===== src/rtl/kv_line_fetch_arbiter.sv =====
// Round-robin arbiter sharing one line-fetch memory port among REQ_NUM cache refill requesters.
// Optional WAIT-state timeout with stale-beat drain is enabled by defining KV_ARB_TIMEOUT_EN.
module kv_line_fetch_arbiter #(
    parameter int DATA_WIDTH     = 32,
    parameter int ADDR_WIDTH     = 32,
    parameter int LINE_SIZE      = 4,
    parameter int REQ_NUM        = 2,
    parameter int TIMEOUT_CYCLES = 255
) (
    input  logic                  i_clk,
    input  logic                  i_rst,
    input  logic [ADDR_WIDTH-1:0] i_req_addr [REQ_NUM],
    input  logic [REQ_NUM-1:0]    i_req_valid,
    output logic [REQ_NUM-1:0]    o_req_ready,
    output logic [DATA_WIDTH-1:0] o_rsp_data [LINE_SIZE],
    output logic [REQ_NUM-1:0]    o_rsp_valid,
    input  logic [REQ_NUM-1:0]    i_rsp_ready,
    output logic                  o_rsp_err,
    output logic [ADDR_WIDTH-1:0] o_mem_addr,
    output logic                  o_mem_valid,
    input  logic                  i_mem_ready,
    input  logic [DATA_WIDTH-1:0] i_mem_data [LINE_SIZE],
    input  logic                  i_mem_valid,
    output logic                  o_mem_ready
);

    localparam int                PTR_W     = (REQ_NUM > 1) ? $clog2(REQ_NUM) : 1;
    localparam logic [PTR_W:0]    REQ_NUM_W = (PTR_W+1)'(REQ_NUM);
    localparam logic [PTR_W-1:0]  LAST_IDX  = PTR_W'(REQ_NUM - 1);

    typedef enum logic [1:0] {
        ST_IDLE = 2'd0,
        ST_REQ  = 2'd1,
        ST_WAIT = 2'd2,
        ST_RESP = 2'd3
    } state_t;

    state_t                state_r;
    state_t                state_nxt_s;
    logic [PTR_W-1:0]      rr_ptr_r;
    logic [PTR_W-1:0]      grant_r;
    logic [PTR_W-1:0]      win_idx_s;
    logic [PTR_W:0]        cand_s;
    logic                  win_s;
    logic                  grant_ok_s;
    logic                  rsp_done_s;
    logic                  stale_s;
    logic                  timeout_s;
    logic [ADDR_WIDTH-1:0] addr_r;
    logic [DATA_WIDTH-1:0] line_r [LINE_SIZE];

    // Round-robin scan of request valids starting at the pointer, wrapping modulo REQ_NUM.
    always_comb begin
        win_s     = 1'b0;
        win_idx_s = '0;
        cand_s    = '0;
        for (int i = 0; i < REQ_NUM; i++) begin
            cand_s = {1'b0, rr_ptr_r} + (PTR_W+1)'(i);
            if (cand_s >= REQ_NUM_W) begin
                cand_s = cand_s - REQ_NUM_W;
            end else begin
                cand_s = cand_s;
            end
            if (!win_s && i_req_valid[cand_s[PTR_W-1:0]]) begin
                win_s     = 1'b1;
                win_idx_s = cand_s[PTR_W-1:0];
            end else begin
                win_s     = win_s;
            end
        end
    end

    assign grant_ok_s = win_s && (state_r == ST_IDLE) && !stale_s;
    assign rsp_done_s = (state_r == ST_RESP) && i_rsp_ready[grant_r];

    // Accept pulse is the only combinational output: it follows the scan in IDLE.
    always_comb begin
        o_req_ready = '0;
        if (grant_ok_s) begin
            o_req_ready[win_idx_s] = 1'b1;
        end else begin
            o_req_ready = '0;
        end
    end

    // Next-state decode for the single-outstanding transaction sequence.
    always_comb begin
        state_nxt_s = state_r;
        case (state_r)
            ST_IDLE: state_nxt_s = grant_ok_s ? ST_REQ : ST_IDLE;
            ST_REQ:  state_nxt_s = i_mem_ready ? ST_WAIT : ST_REQ;
            ST_WAIT: state_nxt_s = (i_mem_valid || timeout_s) ? ST_RESP : ST_WAIT;
            ST_RESP: state_nxt_s = rsp_done_s ? ST_IDLE : ST_RESP;
            default: state_nxt_s = ST_IDLE;
        endcase
    end

    // State, grant, address and line registers.
    always_ff @(posedge i_clk) begin
        if (i_rst) begin
            state_r  <= ST_IDLE;
            rr_ptr_r <= '0;
            grant_r  <= '0;
            addr_r   <= '0;
            for (int k = 0; k < LINE_SIZE; k++) line_r[k] <= '0;
        end else begin
            state_r <= state_nxt_s;
            if (grant_ok_s) begin
                grant_r <= win_idx_s;
                addr_r  <= i_req_addr[win_idx_s];
            end
            if ((state_r == ST_WAIT) && i_mem_valid) begin
                line_r <= i_mem_data;
            end else if (timeout_s) begin
                for (int k = 0; k < LINE_SIZE; k++) line_r[k] <= '0;
            end
            if (rsp_done_s) begin
                rr_ptr_r <= (grant_r == LAST_IDX) ? '0 : grant_r + PTR_W'(1);
            end
        end
    end

`ifdef KV_ARB_TIMEOUT_EN
    localparam int TO_W = ($clog2(TIMEOUT_CYCLES + 1) > 0) ? $clog2(TIMEOUT_CYCLES + 1) : 1;

    logic [TO_W-1:0] to_cnt_r;
    logic            stale_r;
    logic            err_r;

    // Timeout fires on the WAIT cycle in which the count would reach the limit without data.
    assign timeout_s = (state_r == ST_WAIT) && !i_mem_valid && (to_cnt_r == TO_W'(TIMEOUT_CYCLES - 1));
    assign stale_s   = stale_r;
    assign o_rsp_err = err_r;

    // Timeout counter, error flag and stale-beat drain tracking.
    always_ff @(posedge i_clk) begin
        if (i_rst) begin
            to_cnt_r <= '0;
            stale_r  <= 1'b0;
            err_r    <= 1'b0;
        end else begin
            if ((state_r == ST_REQ) && i_mem_ready) begin
                to_cnt_r <= '0;
            end else if ((state_r == ST_WAIT) && !i_mem_valid && !timeout_s) begin
                to_cnt_r <= to_cnt_r + TO_W'(1);
            end
            if (timeout_s) begin
                stale_r <= 1'b1;
                err_r   <= 1'b1;
            end else begin
                if (stale_r && i_mem_valid) stale_r <= 1'b0;
                if (rsp_done_s) err_r <= 1'b0;
            end
        end
    end
`else
    assign timeout_s = 1'b0;
    assign stale_s   = 1'b0;
    assign o_rsp_err = 1'b0;
`endif

    // Remaining outputs are decoded from state or driven straight from registers.
    always_comb begin
        o_rsp_valid = '0;
        if (state_r == ST_RESP) begin
            o_rsp_valid[grant_r] = 1'b1;
        end else begin
            o_rsp_valid = '0;
        end
    end

    assign o_rsp_data  = line_r;
    assign o_mem_addr  = addr_r;
    assign o_mem_valid = (state_r == ST_REQ);
    assign o_mem_ready = (state_r == ST_WAIT) || stale_s;

endmodule


===== config.mk =====
export PLATFORM = sky130hd
export DESIGN_NAME = kv_line_fetch_arbiter
export DESIGN_NICKNAME = d
export VERILOG_FILES = /design/src/rtl/kv_line_fetch_arbiter.sv
export SDC_FILE = /design/constraint.sdc
export NUM_CORES = 1
export LEC_CHECK = 0
export CAP_MARGIN = 20
export CELL_PAD_IN_SITES_DETAIL_PLACEMENT = 1
export CELL_PAD_IN_SITES_GLOBAL_PLACEMENT = 1
export CORE_MARGIN = 2
export CORE_UTILIZATION = 28
export CTS_CLUSTER_DIAMETER = 150
export DETAILED_ROUTE_END_ITERATION = 12
export GPL_TIMING_DRIVEN = 0
export PLACE_DENSITY = 0.9
export SYNTH_ARGS = -nofsm -noshare
export SYNTH_HDL_FRONTEND = slang
export SYNTH_SLANG_ARGS = --single-unit

===== constraint.sdc =====
create_clock -name i_clk -period 3.19 [get_ports i_clk]
set_input_delay 0.319 -clock i_clk [delete_from_list [all_inputs] [get_ports i_clk]]
set_output_delay 0.319 -clock i_clk [all_outputs]
set_load 0.1 [all_outputs]

# --- Yosys cells after proc, flatten, opt, wreduce, memory -nomap -nowiden ---
# Cells that the tools add are included.
totals:
  reg_bits: 164
  output_inout_bits: 167
  wordCells: 60
op_classes:
  add_sub_neg: 4
  magnitude_cmp: 9
  eq_ne: 3
  muxes: 27
  n_bitwise: 1
  reduce_logical: 8
op_table:
  columns: ["op", "n"]
  rows:
  - ["$mux W32", 3]
  - ["$mux W1", 17]
  - ["$lt A1 B2 Y1 const B", 4]
  - ["$mux W2", 4]
  - ["$pmux W2 S4", 1]
  - ["$logic_and A1 B1 Y1", 6]
  - ["$eq A2 B2 Y1 const B", 2]
  - ["$ge A2 B2 Y1 const B", 2]
  - ["$add A1 B1 Y2 const B", 1]
  - ["$demux W1 S1", 2]
  - ["$eq A2 B1 Y1 const B", 1]
  - ["$ge A1 B1 Y1 const B", 2]
  - ["$ge A1 B2 Y1 const B", 1]
  - ["$logic_not A2 Y1", 1]
  - ["$not A1 Y2", 1]
  - ["$sub A1 B1 Y1 const B", 2]
  - ["$add A1 B1 Y1 const B", 1]
  - ["$logic_not A1 Y1", 1]

# --- Depth between registers and ports, before layout ---
# Gate-level depths: netlist of the first run.
logic_depth:
  depth_word: 13
  depth_mapped: 6
  ltp_nobuf: 3

# --- Worst setup path after synthesis of the first run ---
# OpenSTA, ideal clock, no wires.
synth_timing:
  path_kind: "register to output"
  startpoint: "register state_r[1]"
  endpoint: "output o_mem_ready"
  t_arrival_ps: 2103
  t_required_ps: 2871
  slack_ps: 768
  stages_incl_launch_ff: 3
  cell_sequence: "dfxtp_1 -> clkbuf_1 -> nor2b_1"
synth_between:
  elab_chain_len: 1
synth_lines:
  columns: ["item", "line", "rtl"]
  rows:
  - ["from (decl)", "38", "state_t state_r;"]
  - ["from (signal assigned)", "107", "state_r <= state_nxt_s;"]
  - ["$eq A2 B2 Y1", "175", "assign o_mem_ready = (state_r == ST_WAIT) || stale_s;"]
  - ["to (decl)", "24", "output logic o_mem_ready"]
# Every way passes these cells.

# --- Worst setup path in the final report of the first run ---
layout_timing:
  startpoint: "register state_r[1]"
  endpoint: "output o_rsp_valid[1]"
layout_between:
  elab_chain_len: 2
layout_lines:
  columns: ["item", "line", "rtl"]
  rows:
  - ["$eq A2 B2 Y1", "165", "if (state_r == ST_RESP) begin"]
  - ["$mux W2", "165", null]
  - ["to (decl)", "16", "output logic [REQ_NUM-1:0] o_rsp_valid,"]
# Every way passes these cells.

==> metrics, run 1 <==
status=complete, no violations; VDD IR max=0.2974 mV; Root Buffer=clkbuf_16; post-synth cell types=29; routability cong.=0.8534; Placeable Area=21820 µm²; clock sinks=164; Gate Count Post-Synth=781; multiplexer share of the synthesized area=0.001606; PwrDens=522.7 nW/µm²; largest net degree at the start of global routing=17; vias in the first global route=7639; # IOs=367; Synth Area in Compound Gates=0.1735; via count=7113; post-DR wirelength/cell=18.39 µm; main combinational cell family by area after synthesis=simple AND/OR/NAND/NOR gates; Layout area overhead=73.30%; First-pass DRT Iterations=4; Detailed Place HPWL=20.90 mm; Slew HR=0.2954; leakage=3.697 nW; Final Hold Viols=0; Slew Limit Fails=0; Hold Path Sink=o_mem_addr[0]; Tcrit/Tclk final=0.9251; post-synthesis xor/xnor area fraction=0; post-synth net total=981; htree depth=4; RSZ-0062 raised after global routing=false; post-synthesis adder-cell area fraction=0; Worst-Margin Slew=1054 ps; Port Buffers=362; antenna-violating nets left=0; DRC viols=0; nature of the critical path endpoint=output pin; reg-to-reg startpoint=state_r[1]; share of cells above drive strength 1=0.06383; Initial Util=0.2856; Fmax achieved=338.9 MHz; diode count=0; crit path max fanout=10; CP Class=flop to output pin; worst clock skew=10.02 ps; yosys warns=0; DR vias/cell=4.889; post-layout minimum cycle time=2951 ps; GRT Resource Usage Total=0.2234; die area=23470 µm²; worst skew pair latency=420 ps; startpoint type of the worst setup path=flop; R2R cell count=5; drt total wl=26.76 mm; initial antenna violation count=0; Starting DRT DRC Count=227; Clock Pin Slew Worst Setup and Hold Paths=70 ps; TNS Setup=0 ps; worst endpoint data arrival time=2630 ps; Yosys reg bits=164; Overflow after GRT=0; Worst Hold Depth=3; syn_area_per_cell=7.980 µm²; Crit Reg-Reg Endpoint=o_rsp_data[7]; row count=54; CTS tree=yes; total CTS buffers=17; Die Span Y=153.2 µm; Worst Hold Class=input pin to flop; post-synthesis cell area=6232 µm²; sequential cell area fraction in the yosys report=0.5268; Reg2Reg Setup Slack=1590 ps; CTS max path bufs=2; global-route wire length before repair=41.61 mm; Max Cap Viol=0; Final Setup Violations=0; simple-gate area share of the yosys netlist=0.2275; die width=153.2 µm; fin util=0.4949; Hold Crit Start=i_req_valid[1]; Post-CTS Hold Fix Bufs=0; nets=1362; Req. time, crit path=2870 ps
-- logic make-up after synthesis --
family / count (synthesis)
and+or+nand+nor: 337
buffers and inverters: 75
other: 1
DFF: 164
muxes: 1
AOI/OAI and AO/OA: 203
-- state kept, by name, summed over array words and instances (netlist names) --
name        flops
grant_r         1
o_mem_addr     32
o_rsp_data    128
rr_ptr_r        1
state_r         2
-- routing by layer --
metal,share of wire,track usage,vias to the layer above
met5,0,0,-
met4,0.020,0.06614,0
met3,0.074,0.06805,34
met2,0.52,0.4160,279
met1,0.39,0.2422,3405
li1,-,-,3395
-- report_power, final --
part	switching (mW)	total [mW]	internal, mW	leakage, nW
combinational	0.942	1.40	0.456	2.09
clock	0.945	2.07	1.13	0.281
sequential	0.0481	2.18	2.13	1.33
-- final cells by class --
type,instances,area [µm²]
clock inverter,13,150.1
inverter,2,7.507
fill,2610,11020
tap,280,350.3
timing repair buffer,362,3625
clock buffer,19,442.9
multi-input combinational,542,2512
sequential,164,3283
buffer,73,429.2
-- Yosys cell counts (all sizes together) --
master,n,area share
nand2,258,0.16
dfxtp,164,0.53
a21oi,131,0.11
buf,37,0.043
clkbuf,36,0.025
o21ai,35,0.028
nand3,34,0.027
a31oi,33,0.033
nand4,32,0.032
nor2,4,0.0028
a211oi,2,0.0044
inv,2,0.0012
nand2b,2,0.0020
nor2b,2,0.0020
a2bb2oi,1,0.0014
and2,1,0.0010
and3,1,0.0010
and3b,1,0.0016
conb,1,0.00060
mux2i,1,0.0016
nand3b,1,0.0012
o31ai,1,0.0012
or2,1,0.0010
-- metrics by stage --
step | instance area [µm²] | cells | power (mW) | hold WS, ps | setup WS (ps)
after global routing | 10800 | 1455 | 5.852 | 345.9 | 110.5
after CTS | 10800 | 1455 | 5.696 | 292.3 | 115.2
final | 10800 | 1455 | 5.645 | 306.9 | 238.9
after global placement | 10210 | 1423 | 3.599 | 441.4 | 309.8
after floorplan | 6232 | 781 | 3.086 | 455.0 | 768.3
after detailed placement | 10210 | 1423 | 3.622 | 448.6 | 318.1
-- worst max-delay path by stage --
stage,from,to,slack (ps),cells after the start
final,state_r[1],o_rsp_valid[1],240,3
after floorplan,state_r[1],o_mem_ready,770,2
after global routing,state_r[1],o_rsp_valid[0],110,4
after global placement,i_req_valid[0],o_req_ready[1],310,7
after detailed placement,i_req_valid[0],o_req_ready[1],320,7
after CTS,rr_ptr_r,o_req_ready[0],120,4
-- repair_timing --
| action | CTS | global route |
|---|---|---|
| buffers inserted | 0 | 0 |
| setup endpoints to repair | 1 | 1 |
| resized for setup | 1 | 1 |
-- critical path, stage by stage, from the launching register on --
cell,delay [ps]
dfxtp_1,480
clkbuf_1,360
and3_1,220
clkdlybuf4s50_1,1150
-- cell usage in the layout, fill, tap and decap left out, drive strengths merged, types with 2 or more instances in the layout --
master,Yosys,final
a211oi,2,2
a21oi,131,131
a31oi,33,33
buf,37,37
clkbuf,36,55
clkdlybuf4s50,0,360
clkinv,0,8
clkinvlp,0,2
dfxtp,164,164
inv,2,4
nand2,258,258
nand2b,2,2
nand3,34,34
nand4,32,32
nor2,4,4
nor2b,2,2
o21ai,35,35
(Power assumes the default switching activity.)
==> inputs of run 2 (changes only) <==
Settings changed: SKIP_LAST_GASP set to 1.
==> results of run 2 <==
The final DEF is identical to that of run 1; final timing and power are the same.
